File: src/rtl/cond_issue_ctrl.sv
`default_nettype none
// +--------------------------------------------------------------------------+
// | Module      : cond_issue_ctrl                                            |
// | Description : Conditional-execution issue controller. Owns the status    |
// |               register, tracks outstanding flag-setting instructions,    |
// |               gates the ID->EX handshake and evaluates ARM condition     |
// |               codes into a registered execute-enable.                    |
// | Revision    : 1.0 - initial release                                      |
// +--------------------------------------------------------------------------+
module cond_issue_ctrl #(
  parameter int MAX_PEND = 4,
  parameter bit BYPASS   = 1'b1,
  localparam int PW      = $clog2(MAX_PEND + 1)
) (
  input  logic          clk,
  input  logic          rst,
  input  logic          issue_valid,
  input  logic [3:0]    issue_cond,
  input  logic          issue_s,
  output logic          issue_ready,
  input  logic          flag_wr_valid,
  input  logic [3:0]    flag_wr,
  output logic          ex_valid,
  output logic          ex_exec,
  output logic [3:0]    sr,
  output logic [PW-1:0] pend_cnt,
  output logic          err
);

  localparam logic [3:0]    COND_AL    = 4'b1110;
  localparam logic [PW-1:0] PEND_MAX   = PW'(MAX_PEND);
  localparam logic [PW-1:0] PEND_ONE   = PW'(1);
  localparam logic [PW-1:0] PEND_ZERO  = '0;

  logic       byp_hit;
  logic [3:0] eval_flags;
  logic       needs_flags;
  logic       flags_final;
  logic       pass;
  logic       fire;
  logic       inc;
  logic       dec;

  // Flags packed {z,c,n,v}; evaluates one ARM condition code.
  function automatic logic cond_pass(input logic [3:0] cond, input logic [3:0] f);
    logic z, c, n, v;
    z = f[3];
    c = f[2];
    n = f[1];
    v = f[0];
    case (cond)
      4'b0000: cond_pass = z;
      4'b0001: cond_pass = ~z;
      4'b0010: cond_pass = c;
      4'b0011: cond_pass = ~c;
      4'b0100: cond_pass = n;
      4'b0101: cond_pass = ~n;
      4'b0110: cond_pass = v;
      4'b0111: cond_pass = ~v;
      4'b1000: cond_pass = c & ~z;
      4'b1001: cond_pass = ~c | z;
      4'b1010: cond_pass = (n == v);
      4'b1011: cond_pass = (n != v);
      4'b1100: cond_pass = ~z & (n == v);
      4'b1101: cond_pass = z | (n != v);
      4'b1110: cond_pass = 1'b1;
      default: cond_pass = 1'b0;
    endcase
  endfunction

  // Handshake and condition evaluation; the last outstanding flags may be
  // forwarded in the cycle they return so a dependent instruction needn't wait.
  always_comb begin
    byp_hit     = BYPASS && (pend_cnt == PEND_ONE) && flag_wr_valid;
    eval_flags  = byp_hit ? flag_wr : sr;
    needs_flags = (issue_cond != COND_AL);
    flags_final = (pend_cnt == PEND_ZERO) | byp_hit;
    pass        = cond_pass(issue_cond, eval_flags);
    issue_ready = ~rst & (~needs_flags | flags_final)
                & ~(issue_s & pass & (pend_cnt == PEND_MAX));
    fire        = issue_valid & issue_ready;
    inc         = fire & pass & issue_s;
    dec         = flag_wr_valid & (pend_cnt != PEND_ZERO);
  end

  // Execute stage pulses, status register, outstanding count and sticky error.
  always_ff @(posedge clk) begin
    if (rst) begin
      ex_valid <= 1'b0;
      ex_exec  <= 1'b0;
      sr       <= 4'b0000;
      pend_cnt <= PEND_ZERO;
      err      <= 1'b0;
    end else begin
      ex_valid <= fire;
      ex_exec  <= fire & pass;
      if (dec) begin
        sr <= flag_wr;
      end
      if (inc && !dec) begin
        pend_cnt <= pend_cnt + PEND_ONE;
      end else if (dec && !inc) begin
        pend_cnt <= pend_cnt - PEND_ONE;
      end
      if (flag_wr_valid && (pend_cnt == PEND_ZERO)) begin
        err <= 1'b1;
      end
    end
  end

endmodule
`default_nettype wire
File: config.mk
export PLATFORM = sky130hd
export DESIGN_NAME = cond_issue_ctrl
export DESIGN_NICKNAME = d
export VERILOG_FILES = /design/src/rtl/cond_issue_ctrl.sv
export SDC_FILE = /design/constraint.sdc
export NUM_CORES = 1
export LEC_CHECK = 0
export BUFFER_PORTS_ARGS = -buffer_cell sky130_fd_sc_hd__buf_2
export CAP_MARGIN = 25
export CORE_UTILIZATION = 54
export DETAILED_ROUTE_END_ITERATION = 7
export HOLD_SLACK_MARGIN = 0.1
export PLACE_DENSITY = 0.86
export SKIP_LAST_GASP = 1
export SLEW_MARGIN = 10
export SYNTH_ARGS = -nofsm -noshare
export SYNTH_HDL_FRONTEND = slang
export SYNTH_SLANG_ARGS = --single-unit
export TNS_END_PERCENT = 30
File: constraint.sdc
create_clock -name clk -period 8.1 [get_ports clk]
set_input_delay 1.215 -clock clk [delete_from_list [all_inputs] [get_ports clk]]
set_output_delay 1.215 -clock clk [all_outputs]
set_load 0.03 [all_outputs]
# Yosys cells after proc, flatten, opt, wreduce, memory -nomap -nowiden
# Index checks and enable logic that the tools add are counted.
dict set report classes {
  bitwise_logic 21
  reduce_logical 10
  muxes 4
  addsub 2
  n_eq_ne 19
}
# op n
set ops {}
lappend ops {{equality test 4 bit, second input constant} 7}
lappend ops {{equality test 4 x 3 -> 1 bit, second input constant} 4}
lappend ops {{one-hot mux 1 bit (15 select lines)} 1}
lappend ops {{AND 1 bit} 10}
lappend ops {{equality test 4 x 2 -> 1 bit, second input constant} 2}
lappend ops {{NOT 1 bit} 7}
lappend ops {{two-way mux 3 bit} 2}
lappend ops {{equality test 4 x 1 -> 1 bit, second input constant} 1}
lappend ops {{logical AND 1 bit} 4}
lappend ops {{zero test 4 bit} 1}
lappend ops {{two-way mux 4 bit} 1}
lappend ops {{!= test 4 bit, second input constant} 1}
lappend ops {{bitwise OR 1 bit} 4}
lappend ops {{adder 3 x 1 -> 3 bit, second input constant} 1}
lappend ops {{equality test 3 x 1 -> 1 bit, second input constant} 1}
lappend ops {{equality test 3 bit, second input constant} 1}
lappend ops {{zero test 3 bit} 1}
lappend ops {{nonzero test 3 bit} 1}
lappend ops {{subtractor 3 x 1 -> 3 bit, second input constant} 1}
lappend ops {{zero test 1 bit} 2}
lappend ops {{nonzero test 2 bit} 1}
lappend ops {{equality test 1 bit} 1}
lappend ops {{!= test 1 bit} 1}
dict set report word_totals {
  regBits 10
  input_bits 13
  word_cells 61
  out_inout_bits 11
}

# Logic depth before layout (Yosys ltp)
# Gate-level depths: netlist of the first run.
dict set report depth {
  ltp_word 17
  ltp_mapped 14
  depth_no_buf 13
}

# Worst setup path before layout of the first run
# Ideal clock, no wire load.
dict set report synth_path {
  path_kind {input port to output port}
  start {input port flag_wr_valid}
  end {output port issue_ready}
  stages 7
  t_required_ps 6885
  path_buffers 1
  arrival_time_ps 2709
  path_slack_ps 4176
  path_cell_list {and3b_1 > buf_6 > mux2i_1 > a32o_1 > a221o_1 > a211oi_2 > o21a_1}
}
dict set report synth_via {
  elab_chain_cells 9
  elab_cells_between_ends 20
  classes_between {eq/ne: 2; mux: 2; bitwise: 15; reduce/logical: 1}
}
# element line
set synth_rtl {}
lappend synth_rtl {{start, declared} 21} ;# input logic flag_wr_valid,
lappend synth_rtl {{logical AND 1 bit (*)} 74} ;# byp_hit = BYPASS && (pend_cnt == PEND_ONE) && flag_wr_valid;
lappend synth_rtl {{two-way mux 4 bit} 75} ;# eval_flags = byp_hit ? flag_wr : sr;
lappend synth_rtl {{!= test 1 bit, or another cell as far along} {63, 65}}
lappend synth_rtl {{bitwise OR 1 bit, or another cell as far along} 65} ;# 4'b1101: cond_pass = z | (n != v);
lappend synth_rtl {{one-hot mux 1 bit (15 select lines)} 51} ;# case (cond)
lappend synth_rtl {{AND 1 bit (2 in series)} 80} ;# & ~(issue_s & pass & (pend_cnt == PEND_MAX));
lappend synth_rtl {{NOT 1 bit} 80}
lappend synth_rtl {{AND 1 bit (*)} 80}
lappend synth_rtl {{end, declared} 20} ;# output logic issue_ready,
# Every way passes the cells marked *; elsewhere a longest branch is shown, timed or not.

# Worst setup path in the final report of the first run
# Ends and elaborated chain as after synthesis.

==> results.json, run 1 <==
{
  "status": "completed",
  "cp_max_fo": 7,
  "cts_tree": "built",
  "powerDensity_nw_per_um2": 258.3,
  "synth_fa_ha_area_frac": 0.07508,
  "yosys.area_share.simple": 0.2598,
  "grt_max_degree": 12,
  "setup_viol": 0,
  "synthMuxAreaShare": 0.1607,
  "dr.pass1.iters": 4,
  "num-nets-final": 136,
  "synth_xor_area_frac": 0.06306,
  "hold_end": "err",
  "vias": 819,
  "fin_tns_setup_ns": 0,
  "synth_enable_flop_cells": 0,
  "min-delay-start": "err",
  "grt_pass1_wl_mm": 2.780,
  "r2r_start": "pend_cnt[0]",
  "die-area_sq_um": 1704,
  "nFillCells": 118,
  "hold_depth": 2,
  "grt_antenna_before_repair": 0,
  "yosysMostFrequentCell": "nor2_1",
  "netlist_instances": 96,
  "post_dp_cell_area_sq_um": 929.6,
  "fin_skew_ns": 0.001734,
  "coreArea_sq_um": 1366,
  "async_flop_share": 0,
  "rsz0062_at_grt": "no",
  "yosysWarnings": 0,
  "via_per_inst": 6.205,
  "post-route-cell-area_sq_um": 965.9,
  "maxSlewHeadroom": 0.6450,
  "grt_pass1_vias": 677,
  "port_buffers": 23,
  "maxCapViolations": 0,
  "hold_viol_final": 0,
  "tightest_slew_ns": 0.5289,
  "slew_viol_final": 0,
  "dieWidth_microns": 41.28,
  "wire_per_inst_microns": 14.42,
  "dr.first_iter.drc_count": 17,
  "synth_seq_cells": 10,
  "ys_types": 36,
  "synth-compound-area-share": 0.1381,
  "preCtsSetupSlack_ns": 3.843,
  "endpoint_kind": "output pin",
  "gp_congestion": 0.9078,
  "clock_sinks": 10,
  "rr_worst_depth": 10,
  "chipHeight_microns": 41.28,
  "r2r_end": "pend_cnt[2]",
  "rows": 13,
  "synth_top_family_by_area": "simple AND/OR/NAND/NOR gates",
  "fmax_mhz": 233.9,
  "critPathRequiredTime_ns": 6.88,
  "synth-main-ff-cell": "dfxtp_1",
  "synthToLayoutAreaGrowth_pct": 15.92,
  "io_pins": 24,
  "synthTopCellsByArea": "dfxtp_1, mux2i_1, ha_1",
  "hpwl_mm": 1.447,
  "clockBufferDepth": 2,
  "min_period_over_period": 0.5279,
  "multiInputGateArea_sq_um": 580.6,
  "cts_hold_buf": 0,
  "start_util": 0.6099,
  "syn-num-nets": 114,
  "post-route-util": 0.7070,
  "htree_levels": 1,
  "drt_wl_total_mm": 1.904,
  "setup_ws_ns": 3.824,
  "seq_area_sq_um": 200.2,
  "p_leak_nw": 0.4602,
  "drc": 0,
  "arrival_ns": 3.06,
  "synth_area_sq_um": 833.3,
  "track_usage": 0.2600,
  "grt_overflow": 0,
  "crit_path_start_kind": "primary input",
  "seq_area_frac_synth": 0.2402,
  "rrSetupSlack_ns": 4.89,
  "synth_top_area_cell": "dfxtp_1",
  "ir_drop_v": 0.0001452,
  "synthTopCellsByCount": "nor2_1, dfxtp_1, mux2i_1",
  "cts-buffers-inserted": 3,
  "cts_setup_buffers": 0,
  "avgSynthCellArea_sq_um": 8.680,
  "netlist.area_leader.share": 0.2402,
  "clk_latency_ns": 0.27,
  "antenna_left": 0,
  "cts.clk_slew.worst_paths_ns": 0.06,
  "worst-setup-path-type": "primary input to output pin",
  "ctsResizeCount": 0,
  "worst_hold_path_type": "flip-flop to flip-flop",
  "crit_start": "flag_wr_valid",
  "diodes": 0,
  "root_buffer": "clkbuf_4",
  "drive_gt1_frac": 0.2564,
  "period_needed_ns": 4.276
}
## cell usage in the layout, fill, tap and decap left out, types with 2 or more instances in the layout
cell type | synthesis | final
o22ai_1 | 2 | 2
a21oi_1 | 4 | 4
dfxtp_1 | 10 | 10
and3b_1 | 2 | 2
nand3b_1 | 4 | 4
nand2b_1 | 3 | 3
nand3_1 | 3 | 3
nor2b_1 | 4 | 4
inv_1 | 4 | 4
clkbuf_4 | 0 | 3
ha_1 | 5 | 5
xnor2_1 | 2 | 2
nor3b_1 | 3 | 3
xor2_1 | 4 | 4
mux2i_1 | 10 | 10
buf_2 | 0 | 23
nor2_1 | 11 | 11
## metrics by stage
| step | power (mW) | instances | hold slack (ns) |
|---|---|---|---|
| finish | 0.2495 | 132 | 0.4963 |
| CTS | 0.2498 | 132 | 0.4984 |
| floorplan | 0.1756 | 96 | 0.6455 |
| detailed placement | 0.2037 | 128 | 0.4837 |
| global route | 0.2672 | 132 | 0.5377 |
| global placement | 0.1996 | 128 | 0.4567 |
## layout make-up
cell class / instances / share of cell area
Sequential cell: 10 / 0.2073
Tap cell: 15 / 0.01943
Inverter: 4 / 0.01554
Timing Repair Buffer: 23 / 0.1192
Multi-Input combinational cell: 76 / 0.6010
Clock buffer: 4 / 0.03756
## worst max-delay path, cell delays in order
cell      delay, ns
buf_2          0.12
and3b_1        0.38
mux4_2         0.54
nand3b_1       0.10
nand4_1        0.09
a211oi_2       0.29
o21a_1         0.14
buf_2          0.18
## layer usage
metal  GRT usage  part of all wire  routed length [microns]
met1      0.2825              0.42                      793
met2      0.4141              0.45                      860
met3      0.1141             0.088                      168
met4      0.1532             0.043                       82
met5           0                 0                        0
## worst max path at each step
stage	endpoint	slack [ns]
after floorplan	issue_ready	4.18
after global placement	issue_ready	3.91
after detailed placement	issue_ready	3.84
after CTS	issue_ready	3.83
after global routing	issue_ready	3.71
final	issue_ready	3.82
## state kept, by name (all words and copies together) (netlist names)
name / cells
err: 1
ex_exec: 1
pend_cnt: 3
ex_valid: 1
sr: 4
## logic make-up after synthesis
group           Yosys count
compound gates           16
xor+xnor                  6
fa+ha+maj                 5
buf+inv                  10
flops                    10
mux                      12
simple gates             37
## report_power, final
| group | switching (mW) | total, mW | internal, mW |
|---|---|---|---|
| sequential | 0.0137 | 0.0756 | 0.0619 |
| combinational | 0.0776 | 0.129 | 0.0510 |
| clock | 0.0180 | 0.0453 | 0.0274 |
Note: power is estimated with default switching activity, not from simulation.
==> inputs of run 2 (changes only) <==
Settings changed: CORE_UTILIZATION 54 to 50, PLACE_DENSITY 0.86 to 0.8.
Clock period 8.1 ns to 4.1 ns, I/O delays scaled along.
==> run 2 against run 1 <==
Net effect:
- clock power rose by 94%
- design area is 0.13% higher
- sequential share of layout area hardly changed
- cell count grew 0.76%
- core utilization fell by 7.2 points
- clock skew fell by 0.00054 ns
- worst hold slack got worse by 0.031 ns
- critical path type is now flip-flop to output pin
- highest routed layer is now met3
==> results.json, run 2 (synthesized netlist as in run 1, its figures left out) <==
{
  "p_leak_nw": 0.4602,
  "maxCapViolations": 0,
  "synthToLayoutAreaGrowth_pct": 16.07,
  "clockBufferDepth": 2,
  "critPathRequiredTime_ns": 3.48,
  "root_buffer": "clkbuf_4",
  "diodes": 0,
  "r2r_end": "pend_cnt[2]",
  "hold_viol_final": 0,
  "cts-buffers-inserted": 3,
  "arrival_ns": 2.65,
  "wire_per_inst_microns": 13.16,
  "fin_skew_ns": 0.001193,
  "clock_power_share": 0.178,
  "num-nets-final": 136,
  "cts_hold_buf": 0,
  "r2r_start": "pend_cnt[0]",
  "setup_ws_ns": 0.8344,
  "gp_congestion": 0.9243,
  "fmax_mhz": 306.2,
  "hpwl_mm": 1.363,
  "top_usage_layer": "met2",
  "grt_max_degree": 12,
  "p_int_uw": 277.8,
  "crit_path_start_kind": "flip-flop",
  "post-route-cell-area_sq_um": 967.2,
  "final_common_cell": "buf_2",
  "grt_util_met2": 0.3576,
  "rrSetupSlack_ns": 0.92,
  "instances_no_fill": 133,
  "preCtsSetupSlack_ns": 0.8246,
  "crit_end": "issue_ready",
  "htree_levels": 1,
  "rows": 14,
  "worst-setup-path-type": "flip-flop to output pin",
  "fin_tns_setup_ns": 0,
  "slew_viol_final": 0,
  "tightest_slew_ns": 0.5664,
  "track_usage": 0.2121,
  "rsz0062_at_grt": "no",
  "status": "completed",
  "die-area_sq_um": 1834,
  "top_regs": "sr x4, pend_cnt x3",
  "clock_sinks": 10,
  "grt_overflow": 0,
  "power_uw": 491.4,
  "min_period_over_period": 0.7965,
  "clk_latency_ns": 0.26,
  "coreArea_sq_um": 1524,
  "drc": 0,
  "fin_hold_ws_ns": 0.4654,
  "cts_setup_buffers": 0,
  "grt_pass1_wl_mm": 3.008,
  "ir_drop_v": 0.0003407,
  "grt_pass1_vias": 711,
  "crit_start": "pend_cnt[0]",
  "port_buffers": 23,
  "drt_wl_total_mm": 1.750,
  "setup_viol": 0,
  "cp_max_fo": 7,
  "rr_worst_depth": 10,
  "grt_antenna_before_repair": 0,
  "endpoint_kind": "output pin",
  "layout_common_cells": "buf_2, nor2_1, mux2i_1, dfxtp_1, ha_1",
  "top_register": "sr",
  "powerDensity_nw_per_um2": 508.1,
  "chipHeight_microns": 42.83,
  "vias": 793,
  "worst_hold_path_type": "flip-flop to flip-flop",
  "period_needed_ns": 3.266,
  "maxSlewHeadroom": 0.6199,
  "dr.pass1.iters": 4,
  "drive_gt1_frac": 0.2564,
  "post_dp_cell_area_sq_um": 930.9,
  "met1_usage": 0.2642,
  "antenna_left": 0,
  "netSwitchingPower_uw": 213.6,
  "via_per_inst": 5.962,
  "dr.first_iter.drc_count": 14,
  "swShare": 0.4347,
  "combPwrFrac": 0.520,
  "largest_reg_flops": 4,
  "ctsResizeCount": 0,
  "cts.clk_slew.worst_paths_ns": 0.07,
  "start_util": 0.5468,
  "dieWidth_microns": 42.83,
  "seqPwrFrac": 0.301,
  "nFillCells": 142,
  "use_met3": 0.06383,
  "cts_tree": "built",
  "post-route-util": 0.6346,
  "io_pins": 24,
  "placed_cells": 129
}
run 2: cell counts in the layout (fill, tap and decap cells not counted):
No cell type changed its count.
run 2: how the worst min path moves through the flow:
stage,startpoint,to,slack [ns],depth (start not counted)
2_1_floorplan,err,err,0.65,2
3_3_place_gp,err,err,0.45,2
3_5_place_dp,err,err,0.46,2
4_1_cts,err,err,0.47,2
5_1_grt,err,err,0.49,2
6_report,err,err,0.47,2
run 2: worst max-delay path, stage by stage (launching register included):
cell and delay (ns):
dfxtp_1 0.41, ha_1 0.22, and3b_1 0.39, mux4_2 0.56, nand3b_1 0.10, nand4_1 0.10, a211oi_2 0.27, o21a_1 0.15
buf_2 0.19
run 2: cell type report:
class | count | area [sq um] | share of cell area
multi-input cells | 76 | 580.6 | 0.6003
flip-flops and latches | 10 | 200.2 | 0.2070
repair buffers | 23 | 115.1 | 0.1190
clock buffers | 4 | 36.28 | 0.03752
well taps | 16 | 20.02 | 0.02070
inverters | 4 | 15.01 | 0.01552
run 2: layer usage:
layer	vias to the layer above	part of all wire
li1	387	-
met1	379	0.46
met2	27	0.49
met3	0	0.054
met4	0	0
met5	-	0
run 2: power groups by stage:
stage	sequential (mW)	combinational (mW)	clock, mW
2_1_floorplan	0.195	0.152	0
3_3_place_gp	0.149	0.248	0
3_5_place_dp	0.150	0.254	0
4_1_cts	0.148	0.255	0.0903
5_1_grt	0.153	0.278	0.0955
6_report	0.148	0.256	0.0877
==> inputs of run 3 (changes only) <==
Settings changed: ABC_AREA from default to 1, CORE_UTILIZATION 50 to 46, PLACE_DENSITY 0.8 to 0.78.
Clock period 4.1 ns to 2.7 ns, I/O delays scaled along.
==> run 3 against run 2 <==
Net effect:
- non-clock buffer count stayed put
- core utilization is 3.5 points lower
- worst hold slack worse by 0.10 ns
- flip-flop and latch count stayed put
- sequential power is 60% higher
- global-route usage is 0.55 points lower
- largest power group unchanged
==> results.json, run 3 <==
{
  "status": "completed",
  "synthMuxAreaShare": 0,
  "netlist.area_leader.share": 0.2349,
  "dr.first_iter.drc_count": 19,
  "seq_area_frac_synth": 0.2349,
  "root_buffer": "clkbuf_4",
  "drive_gt1_frac": 0.2455,
  "cp_max_fo": 5,
  "grt_overflow": 0,
  "synth-compound-area-share": 0.1043,
  "top_regs": "sr x4, pend_cnt x3",
  "rows": 15,
  "clock_sinks": 10,
  "track_usage": 0.2066,
  "grt_pass1_wl_mm": 3.118,
  "cts.clk_slew.worst_paths_ns": 0.07,
  "final_common_cell": "nand2_1",
  "ys_types": 22,
  "yosysWarnings": 0,
  "crit_start": "pend_cnt[1]",
  "maxSlewHeadroom": 0.8378,
  "antenna_left": 0,
  "synth_enable_flop_cells": 0,
  "via_per_inst": 4.896,
  "setup_viol": 0,
  "clockBufferDepth": 2,
  "tightest_slew_ns": 0.2421,
  "fin_hold_ws_ns": 0.3652,
  "grt_antenna_before_repair": 0,
  "critPathTopFamily": "simple AND/OR/NAND/NOR gates",
  "netlist_instances": 142,
  "crit_end": "issue_ready",
  "chipHeight_microns": 45.04,
  "start_util": 0.4935,
  "worstPathCellList": "inv_2 > ha_4 > nand2_2 > nor2_4 > nand2_1 > nand2_2 > nor2_1 > nor2_1 > nand3_1 > nor2_1 > nand2_1 > nand2_1 > nand2_2 > inv_1 > buf_2",
  "synthTopCellsByCount": "nand2_1, inv_1, nor2_1",
  "cts_tree": "built",
  "crit_buf_inv": 3,
  "cts-buffers-inserted": 3,
  "grt_max_degree": 10,
  "synth_fa_ha_area_frac": 0.07342,
  "synth_xor_area_frac": 0.01028,
  "fmax_mhz": 412.3,
  "async_flop_share": 0,
  "fin_skew_ns": 0.001058,
  "synth_top_area_cell": "dfxtp_1",
  "layout_common_cells": "nand2_1, inv_1, buf_2",
  "vias": 940,
  "hold_viol_final": 0,
  "cts_hold_buf": 0,
  "maxCapViolations": 0,
  "synth_seq_cells": 10,
  "io_pins": 24,
  "ir_drop_v": 0.0004863,
  "r2r_start": "pend_cnt[1]",
  "dr.pass1.iters": 4,
  "synth_area_sq_um": 852.1,
  "synth-main-ff-cell": "dfxtp_1",
  "yosys.area_share.simple": 0.4405,
  "die-area_sq_um": 2029,
  "avgSynthCellArea_sq_um": 6.000,
  "clk_latency_ns": 0.27,
  "min_period_over_period": 0.8984,
  "worst_path_max_delay_cell": "dfxtp_1",
  "worst_hold_path_type": "primary input to flip-flop",
  "syn-num-nets": 160,
  "arrival_ns": 2.02,
  "diodes": 0,
  "synth_top_family_by_area": "simple AND/OR/NAND/NOR gates",
  "gp_congestion": 0.8774,
  "synthToLayoutAreaGrowth_pct": 21.59,
  "coreArea_sq_um": 1727,
  "hpwl_mm": 1.525,
  "largest_reg_flops": 4,
  "worst-setup-path-type": "flip-flop to output pin",
  "synthTopCellsByArea": "dfxtp_1, nand2_1, inv_1",
  "slew_viol_final": 0,
  "yosysMostFrequentCell": "nand2_1",
  "p_leak_nw": 0.5802,
  "num-nets-final": 186,
  "rr_worst_depth": 19,
  "wire_per_inst_microns": 9.526,
  "htree_levels": 1,
  "period_needed_ns": 2.426,
  "power_uw": 941.5,
  "fin_tns_setup_ns": 0,
  "port_buffers": 23,
  "critPathRequiredTime_ns": 2.30,
  "dieWidth_microns": 45.04,
  "r2r_end": "pend_cnt[2]",
  "drc": 0,
  "max_stage_delay_ns": 0.34,
  "endpoint_kind": "output pin",
  "crit_path_start_kind": "flip-flop",
  "drt_wl_total_mm": 1.829,
  "grt_pass1_vias": 807,
  "rrSetupSlack_ns": 0.29,
  "rsz0062_at_grt": "no",
  "top_register": "sr",
  "crit_cells": 15,
  "powerDensity_nw_per_um2": 908.8
}
run 3: through the flow:
stage,std cells,worst slack [ns],instance area [sq um],util
floorplan,142,0.1844,852.1,-
global placement,188,0.1984,983.4,0.5696
detailed placement,188,0.08220,983.4,0.5696
CTS,192,0.06230,1020,0.5906
global route,192,0.02442,1036,0.6000
finish,192,0.2744,1036,0.6000
run 3: what timing repair did:
item | 4_1_cts | 5_1_grt
endpoints found under the setup margin | 0 | 3
gates resized for setup | 0 | 5
setup buffers | 0 | 0
run 3: final cells by class:
class                      count  area, sq um
clock buffer                   4        36.28
fill                         183        690.7
tap                           25        31.28
timing repair buffer          23        115.1
sequential                    10        201.4
multi-input combinational    103        550.5
inverter                      27        101.3
run 3: worst min-delay path: cells and delay by family:
kind                   cells  cell delay [ns]
AND/OR/NAND/NOR            1             0.03
buffers and inverters      2             0.15
run 3: cell families (layout without fill, tap and decap cells):
kind of cell	count (synthesis)	after routing
AO/OA/AOI/OAI	15	15
XOR/XNOR	1	1
adder cells (fa/ha/maj)	5	5
buffers and inverters	29	54
flip-flops	10	10
AND/OR/NAND/NOR	82	82
run 3: worst min path at each step:
stage	start	to	slack (ns)	cells after the start
6_report	issue_valid	ex_valid	0.37	3
5_1_grt	issue_valid	ex_valid	0.38	3
4_1_cts	issue_valid	ex_valid	0.36	3
3_5_place_dp	err	err	0.44	2
3_3_place_gp	err	err	0.44	2
2_1_floorplan	issue_valid	ex_valid	0.53	2
run 3: layer usage:
layer	GRT usage	vias up	wire length [microns]
met3	0.03600	4	60
met4	0.07273	0	23
li1	-	494	-
met2	0.3652	20	931
met5	0	-	0
met1	0.2488	422	812
run 3: where the power goes:
group | switching, mW | internal, mW | leakage (nW)
Combinational | 0.380 | 0.188 | 0.477
Clock | 0.0542 | 0.0819 | 0.0210
Sequential | 0.0402 | 0.197 | 0.0826
Total | 0.474 | 0.467 | 0.580
